[src/rtl/weighted_pulse_seq.sv]
// Switch-weighted pulse sequencer: a start latches the switch word, sums per-switch
// weights into a saturated duration and holds the output high for that many ticks.
module weighted_pulse_seq #(
  parameter int                         N_SW      = 4,
  parameter int                         WEIGHT_W  = 8,
  parameter int                         CNT_W     = 10,
  parameter logic [N_SW*WEIGHT_W-1:0]   WEIGHTS   = {8'd54, 8'd87, 8'd120, 8'd131},
  parameter int                         GAP_TICKS = 16
) (
  input  logic             i_sysclk,
  input  logic             i_rst,
  input  logic             i_tick,
  input  logic [N_SW-1:0]  i_sw,
  input  logic             i_write_pulse,
  input  logic             i_auto_toggle,
  output logic [N_SW-1:0]  o_sw_latch,
  output logic [CNT_W-1:0] o_total,
  output logic             o_auto_active,
  output logic             o_out,
  output logic             o_busy,
  output logic             o_out_trig
);

  localparam int               SUM_W    = CNT_W + WEIGHT_W;
  localparam logic [CNT_W-1:0] CNT_MAX  = '1;
  localparam logic [CNT_W-1:0] CNT_ONE  = CNT_W'(1);
  localparam logic [CNT_W-1:0] GAP_LOAD = CNT_W'(GAP_TICKS);

  typedef enum logic [1:0] {
    ST_IDLE  = 2'd0,
    ST_PULSE = 2'd1,
    ST_GAP   = 2'd2
  } state_t;

  state_t            r_state;
  logic [CNT_W-1:0]  r_cnt;
  logic              r_out;
  logic              r_auto;
  logic              r_busy;
  logic              r_outTrig;
  logic [N_SW-1:0]   r_swLatch;
  logic [CNT_W-1:0]  r_total;

  state_t            w_stateNext;
  logic [CNT_W-1:0]  w_cntNext;
  logic              w_outNext;
  logic              w_autoNext;
  logic [N_SW-1:0]   w_swLatchNext;
  logic [CNT_W-1:0]  w_totalNext;
  logic [SUM_W-1:0]  w_sum;
  logic [CNT_W-1:0]  w_total;
  logic              w_valid;

  // Duration is taken from the live switches; only used on the start cycle.
  always_comb begin
    w_sum = '0;
    for (int i = 0; i < N_SW; i++) begin
      if (i_sw[i]) begin
        w_sum = w_sum + SUM_W'(WEIGHTS[i*WEIGHT_W +: WEIGHT_W]);
      end
    end
    w_total = (w_sum > SUM_W'(CNT_MAX)) ? CNT_MAX : w_sum[CNT_W-1:0];
    w_valid = (w_total != '0);
  end

  always_comb begin
    w_stateNext   = r_state;
    w_cntNext     = r_cnt;
    w_outNext     = r_out;
    w_autoNext    = r_auto;
    w_swLatchNext = r_swLatch;
    w_totalNext   = r_total;

    case (r_state)
      ST_IDLE: begin
        if ((i_auto_toggle || i_write_pulse) && w_valid) begin
          w_stateNext   = ST_PULSE;
          w_cntNext     = w_total;
          w_outNext     = 1'b1;
          w_swLatchNext = i_sw;
          w_totalNext   = w_total;
          w_autoNext    = i_auto_toggle;
        end
      end

      ST_PULSE: begin
        if (i_auto_toggle && r_auto) begin
          w_stateNext = ST_IDLE;
          w_cntNext   = '0;
          w_outNext   = 1'b0;
          w_autoNext  = 1'b0;
        end else if (i_tick) begin
          if (r_cnt == CNT_ONE) begin
            w_outNext = 1'b0;
            if (r_auto) begin
              w_stateNext = ST_GAP;
              w_cntNext   = GAP_LOAD;
            end else begin
              w_stateNext = ST_IDLE;
              w_cntNext   = '0;
            end
          end else begin
            w_cntNext = r_cnt - CNT_ONE;
          end
        end
      end

      // The repeat pulse reuses the latched total; the switches are not looked at again.
      ST_GAP: begin
        if (i_auto_toggle && r_auto) begin
          w_stateNext = ST_IDLE;
          w_cntNext   = '0;
          w_outNext   = 1'b0;
          w_autoNext  = 1'b0;
        end else if (i_tick) begin
          if (r_cnt == CNT_ONE) begin
            w_stateNext = ST_PULSE;
            w_cntNext   = r_total;
            w_outNext   = 1'b1;
          end else begin
            w_cntNext = r_cnt - CNT_ONE;
          end
        end
      end

      default: begin
        w_stateNext = ST_IDLE;
        w_cntNext   = '0;
        w_outNext   = 1'b0;
        w_autoNext  = 1'b0;
      end
    endcase
  end

  always_ff @(posedge i_sysclk or posedge i_rst) begin
    if (i_rst) begin
      r_state   <= ST_IDLE;
      r_cnt     <= '0;
      r_out     <= 1'b0;
      r_auto    <= 1'b0;
      r_busy    <= 1'b0;
      r_outTrig <= 1'b0;
      r_swLatch <= '0;
      r_total   <= '0;
    end else begin
      r_state   <= w_stateNext;
      r_cnt     <= w_cntNext;
      r_out     <= w_outNext;
      r_auto    <= w_autoNext;
      r_busy    <= (w_stateNext != ST_IDLE);
      r_outTrig <= r_auto | r_out;
      r_swLatch <= w_swLatchNext;
      r_total   <= w_totalNext;
    end
  end

  assign o_sw_latch    = r_swLatch;
  assign o_total       = r_total;
  assign o_auto_active = r_auto;
  assign o_out         = r_out;
  assign o_busy        = r_busy;
  assign o_out_trig    = r_outTrig;

endmodule

[config.mk]
export PLATFORM = sky130hd
export DESIGN_NAME = weighted_pulse_seq
export DESIGN_NICKNAME = d
export VERILOG_FILES = /design/src/rtl/weighted_pulse_seq.sv
export SDC_FILE = /design/constraint.sdc
export NUM_CORES = 1
export LEC_CHECK = 0
export BUFFER_PORTS_ARGS = -buffer_cell sky130_fd_sc_hd__buf_4
export CAP_MARGIN = 20
export CORE_UTILIZATION = 25
export DETAILED_ROUTE_END_ITERATION = 8
export SYNTH_ARGS = -nofsm -noshare
export SYNTH_HDL_FRONTEND = slang
export SYNTH_SLANG_ARGS = --single-unit
[constraint.sdc]
create_clock -name i_sysclk -period 3.5 [get_ports i_sysclk]
set_input_delay 0.7 -clock i_sysclk [delete_from_list [all_inputs] [get_ports i_sysclk]]
set_output_delay 0.7 -clock i_sysclk [all_outputs]
set_load 0.02 [all_outputs]
==> impl_metrics.csv, run 1 <==
group,metric,value,unit
global_route,grt_pass1_vias,1836,
hold_path,worstHoldPathType,"in2async",
pwr,leakage,1.12,nW
drt,num_vias,1972,
synthesis,postSynthAreaPerCell,9.04,um^2
synthesis,synthAdderAreaFrac,7.27,%
layout,stdcell_area,0.00258,mm^2
place,dp_slack,0.446,ns
setup_path,r2r_start,"r_cnt[0]",
synthesis,synthFlopType,"dfrtp_1",
cts,cts_buffers,5,
synthesis,synth_seq_cells,30,
timing,rsz0062_at_grt,"no",
drt,drt_iter0_drc,187,
setup_path,reg2reg_setup_slack,0.96,ns
layout,n_antenna_cell,0,
synthesis,syn_nets,261,
cts,clkSinkCount,30,
synthesis,synth_compound_area_share,24.6,%
pwr,p_clk_share,13.5,%
timing,hold_violations,0,
timing,period_share,79.2,%
die,dieHeight,95.2,um
setup_path,startpoint_type,"input port",
drt,via_per_inst,5.24,
cts,htree_levels,2,
die,die_area,0.00905,mm^2
timing,relSlewSlack,52.8,%
pwr,seqPwrFrac,31.6,%
cts,post_cts_buffers,0,
timing,max_freq,361,MHz
timing,period_needed,2.77,ns
run_status,outcome,"completed",
global_route,grt_pass1_wl,9600,um
die,start_util,26.1,%
run,maxCapViolations,0,
die,die_w,95.2,um
timing,tightestPinTransition,0.699,ns
pwr,share_comb_of_total_power,54.9,%
drt,ant_nets,0,
place,placed_area,0.00250,mm^2
synthesis,synth_edf_count,0,
global_route,overflow,0,
drt,m1WireLength,2830,um
timing,setup_viol,0,
synthesis,yosys_warnings,0,
layout,drive_above_1_share,22.1,%
place,port_buffers,26,
setup_path,path_class,"in2reg",
pwr,vdd_drop_max,0.210,mV
cts,path_clk_slew,0.07,ns
synthesis,synth_cell_types,59,
timing,finalSetupTns,0,ns
pwr,p_switching,940,uW
timing,layout_setup_ws,0.727,ns
synthesis,synth_top_family_by_area,"compound AO/OA/AOI/OAI gates",
layout,syn_to_final_growth,18.9,%
drt,wl_per_cell,16.0,um
pwr,power_density,811,mW/mm^2
setup_path,cp_max_fo,7,
cts,clk_latency,0.28,ns
drt,drt-total-wl,6030,um
cts,postCtsHoldBufs,0,
timing,fin_hold_ws,0.513,ns
setup_path,crit_required,3.67,ns
drt,met3_length,278,um
pwr,p_int,1.15,mW
drt,wl_met2,2860,um
cts,cts_tree,"done",
synthesis,synth_area,0.00217,mm^2
place,place_congestion,0.874,
pwr,swShare,45.0,%
synthesis,muxShareOfSynthArea,7.38,%
drt,drc,0,
cts,clock_tree.root_cell,"clkbuf_8",
die,rows,33,
timing,skew,0.00575,ns
drt,highest_layer,"met4",
synthesis,synth_cells,240,
synthesis,yosys.area_share.simple,19.7,%
setup_path,rr_worst_depth,8,
place,hpwl,4450,um
setup_path,arrival,2.94,ns
setup_path,endpoint_kind,"flop",
layout,nNetsFinal,293,
die,io_pins,27,
setup_path,rr_endpoint,"r_cnt[8]",
synthesis,ys_seq_area_share,34.6,%
global_route,grt_use_total,13.8,%
global_route,antenna_found_initial,0,
cts,cts_resized,0,
die,core,0.00830,mm^2
global_route,grt_max_degree,31,
timing,slew_violations,0,
drt,first_pass_iters,5,
cts,clockBufferDepth,2,
synthesis,synthArstFlopShare,100,%
synthesis,synthXorXnorAreaFrac,1.21,%
## metrics by stage
stage / cells / total power, mW / util (%)
floorplan: 240 / 1.40 / -
global placement: 370 / 1.80 / 30.1
detailed placement: 370 / 1.81 / 30.1
CTS: 376 / 2.10 / 31.1
global route: 376 / 2.24 / 31.1
finish: 376 / 2.09 / 31.1
## synth_stat cells (3+ instances only)
| master | count | area, um^2 |
|---|---|---|
| xnor2_1 | 3 | 26.3 |
| dfrtp_1 | 30 | 751 |
| and2_1 | 3 | 18.8 |
| a22oi_1 | 3 | 22.5 |
| nor3_1 | 6 | 30.0 |
| clkbuf_1 | 3 | 11.3 |
| nand4_1 | 3 | 18.8 |
| a32oi_1 | 3 | 26.3 |
| o211ai_1 | 3 | 22.5 |
| or2_2 | 3 | 18.8 |
| nand2_1 | 21 | 78.8 |
| and3_1 | 4 | 25.0 |
| or3_1 | 3 | 18.8 |
| nor2b_1 | 3 | 18.8 |
| nor2_1 | 16 | 60.1 |
| mux2_2 | 12 | 135 |
| inv_1 | 16 | 60.1 |
| a21oi_1 | 11 | 55.1 |
| a31oi_1 | 4 | 25.0 |
| nand3_1 | 3 | 15.0 |
| ha_1 | 11 | 138 |
| o31ai_1 | 11 | 82.6 |
| o21ai_0 | 20 | 100 |
## power groups by stage
stage	clock [mW]	combinational, mW	sequential [mW]
2_1_floorplan	0	0.659	0.746
3_3_place_gp	0	1.13	0.661
3_5_place_dp	0	1.15	0.664
4_1_cts	0.297	1.15	0.658
5_1_grt	0.305	1.25	0.685
6_report	0.283	1.15	0.661
## layout make-up
type	instances	area, um^2
sequential	30	751
timing repair buffer	33	248
tap	105	131
fill	874	5720
multi-input combinational	186	1310
clock buffer	6	82.6
inverter	16	60.1
## kinds of logic after synthesis
kind of cell,after synthesis
muxes,14
buffers and inverters,24
AOI/OAI and AO/OA,79
DFF,30
and+or+nand+nor,78
xor gates and xnor gates,3
adders and majority gates,12
## worst max-delay path: stages
cell,delay [ns]
buf_4,0.12
inv_1,0.09
ha_1,0.38
nand3b_4,0.19
or3_1,0.37
a211o_1,0.35
nor4b_4,0.23
or2_1,0.20
mux2_4,0.31
## metal layers
metal	GRT usage, %	up-vias
li1	-	953
met1	19.3	947
met2	21.9	66
met3	1.99	6
met4	3.79	0
met5	0	-
## state kept, by name, summed over array words and instances (netlist names)
signal,flops
o_auto_active,1
o_busy,1
o_out,1
o_out_trig,1
o_sw_latch,4
o_total,10
r_cnt,10
r_state,2
## placed cells by master, fill, tap and decap left out, types with 6 or more instances in the layout
cell type and instances:
a21oi_1 11, buf_4 33, clkbuf_8 6, dfrtp_1 30
ha_1 11, inv_1 16, mux2_2 12, nand2_1 21
nor2_1 16, nor3_1 6, o21ai_0 20, o31ai_1 11
## worst max-delay path by stage
stage	start	endpoint	slack, ns	cells past startpoint
floorplan	i_sw[0]	r_cnt[8]	0.46	9
global placement	i_sw[2]	o_busy	0.50	9
detailed placement	i_sw[0]	r_cnt[5]	0.45	10
CTS	i_sw[0]	r_cnt[8]	0.74	9
global route	i_sw[2]	o_busy	0.59	10
finish	i_sw[0]	r_cnt[8]	0.73	9
Note: power is estimated with default switching activity, not from simulation.
==> run 2: changes to the inputs <==
==> constraint.sdc (replaced) <==
create_clock -name i_sysclk -period 2.4 [get_ports i_sysclk]
set_input_delay 0.48 -clock i_sysclk [delete_from_list [all_inputs] [get_ports i_sysclk]]
set_output_delay 0.48 -clock i_sysclk [all_outputs]
set_load 0.02 [all_outputs]
==> impl_metrics.csv, run 2 (same netlist as run 1, synthesis figures left out) <==
group,metric,value,unit
drt,num_vias,2048,
cts,clock_tree.root_cell,"clkbuf_8",
pwr,leakage,1.28,nW
drt,drt_iter0_drc,143,
layout,mostFrequentLayoutCell,"buf_4",
global_route,grt_max_degree,31,
setup_path,critPathMaxStageDelay,0.38,ns
layout,drive_above_1_share,32.6,%
layout,utilization,34.8,%
drt,drc,0,
die,die_w,95.2,um
die,core,0.00830,mm^2
timing,setup_viol,0,
drt,ant_nets,0,
setup_path,slowest_stage,"or3_4",
timing,relSlewSlack,61.7,%
setup_path,crit_buf_inv,2,
setup_path,path_class,"in2reg",
cts,cts_buffers,5,
timing,period_needed,2.34,ns
drt,first_pass_iters,4,
global_route,overflow,0,
setup_path,path_cells,"buf_8, clkinvlp_4, ha_4, nand3b_4, or3_4, a211o_1, nor4b_4, or2_4, mux2_4",
die,io_pins,27,
timing,skew,0.0107,ns
drt,via_per_inst,5.04,
drt,wl_per_cell,15.0,um
die,rows,33,
timing,slew_violations,0,
die,start_util,26.1,%
setup_path,endpoint_kind,"flop",
run_status,outcome,"completed",
setup_path,cp_max_fo,4,
layout,nNetsFinal,321,
place,port_buffers,26,
cts,path_clk_slew,0.07,ns
place,dp.cells,395,
cts,htree_levels,2,
cts,cts_tree,"done",
die,die_area,0.00905,mm^2
layout,n_antenna_cell,0,
layout,n_fill_cell,847,
timing,hold_violations,0,
global_route,grt_pass1_wl,9850,um
layout,final_cell_mix,"buf_4 (57), dfrtp_1 (30), nand2_1 (21), o21ai_0 (20), nor2_1 (16)",
setup_path,startpoint_type,"input port",
cts,postCtsHoldBufs,0,
cts,clk_latency,0.29,ns
cts,clkSinkCount,30,
global_route,antenna_found_initial,0,
timing,max_freq,427,MHz
setup_path,arrival,2.52,ns
layout,final-instance-count-excl-fill,406,
timing,tightestPinTransition,0.568,ns
layout,syn_to_final_growth,33.0,%
setup_path,crit_required,2.58,ns
die,dieHeight,95.2,um
timing,period_share,97.6,%
pwr,power,3.26,mW
pwr,power_density,1130,mW/mm^2
place,place_congestion,0.894,
hold_path,worstHoldPathType,"in2async",
run,maxCapViolations,0,
global_route,grt_pass1_vias,2007,
setup_path,cp_top_family,"simple AND/OR/NAND/NOR gates",
pwr,vdd_drop_max,0.332,mV
cts,clockBufferDepth,2,
place,hpwl,4720,um
global_route,grt_use_total,14.1,%
drt,drt-total-wl,6070,um
-- run 2: area by class of cell --
class / count / area [um^2] / share of cell area, %
multi-input combinational: 186 / 1350 / 46.8
sequential: 30 / 751 / 26.0
clock buffer: 8 / 110 / 3.82
timing repair buffer: 61 / 479 / 16.6
tap: 105 / 131 / 4.55
inverter: 16 / 63.8 / 2.21
-- run 2: per-stage QoR --
step / setup WS, ns / hold slack, ns / cell area [um^2] / setup TNS, ns
2_1_floorplan: -0.350 / 0.477 / 2210 / -1.61
3_3_place_gp: -0.232 / 0.491 / 2740 / -5.07
3_5_place_dp: -0.303 / 0.499 / 2740 / -5.91
4_1_cts: 0.00967 / 0.288 / 2850 / 0
5_1_grt: -0.00776 / 0.333 / 2890 / -0.00776
6_report: 0.0566 / 0.269 / 2890 / 0
-- run 2: final timing paths --
| path | start | to | slack (ns) | cells past startpoint |
|---|---|---|---|---|
| min | i_rst | r_cnt[2] | 0.27 | 3 |
| min in group i_sysclk | i_auto_toggle | o_auto_active | 0.51 | 3 |
| max reg2reg | r_cnt[0] | r_cnt[8] | 0.13 | 8 |
| max in group asynchronous | i_rst | o_total[8] | 1.83 | 3 |
| max | i_sw[0] | r_cnt[8] | 0.06 | 9 |
| min reg2reg | r_cnt[1] | r_cnt[1] | 0.52 | 2 |
-- run 2: report_power, final --
group | total, mW | leakage [nW] | switching, mW | internal, mW
clock network | 0.489 | 0.0575 | 0.200 | 0.289
registers | 0.969 | 0.370 | 0.227 | 0.742
logic | 1.80 | 0.852 | 0.970 | 0.828
-- run 2: routing by layer --
metal | share of wire (%) | global-route usage (%)
met5 | 0 | 0
met3 | 4.7 | 1.75
met1 | 45 | 17.9
met2 | 48 | 23.8
met4 | 1.8 | 6.44
-- run 2: worst register-to-register path: cells and delay by family (launching register included) --
family	cells	cell delay (ns)
buffers and inverters	1	0.15
AOI/OAI and AO/OA	3	0.61
adders and majority gates	1	0.23
DFF	1	0.41
muxes	1	0.26
and+or+nand+nor	2	0.48
-- run 2: timing repair --
item / CTS / global route
setup buffers: 0 / 2
endpoints found under the setup margin: 0 / 10
gates resized for setup: 0 / 5
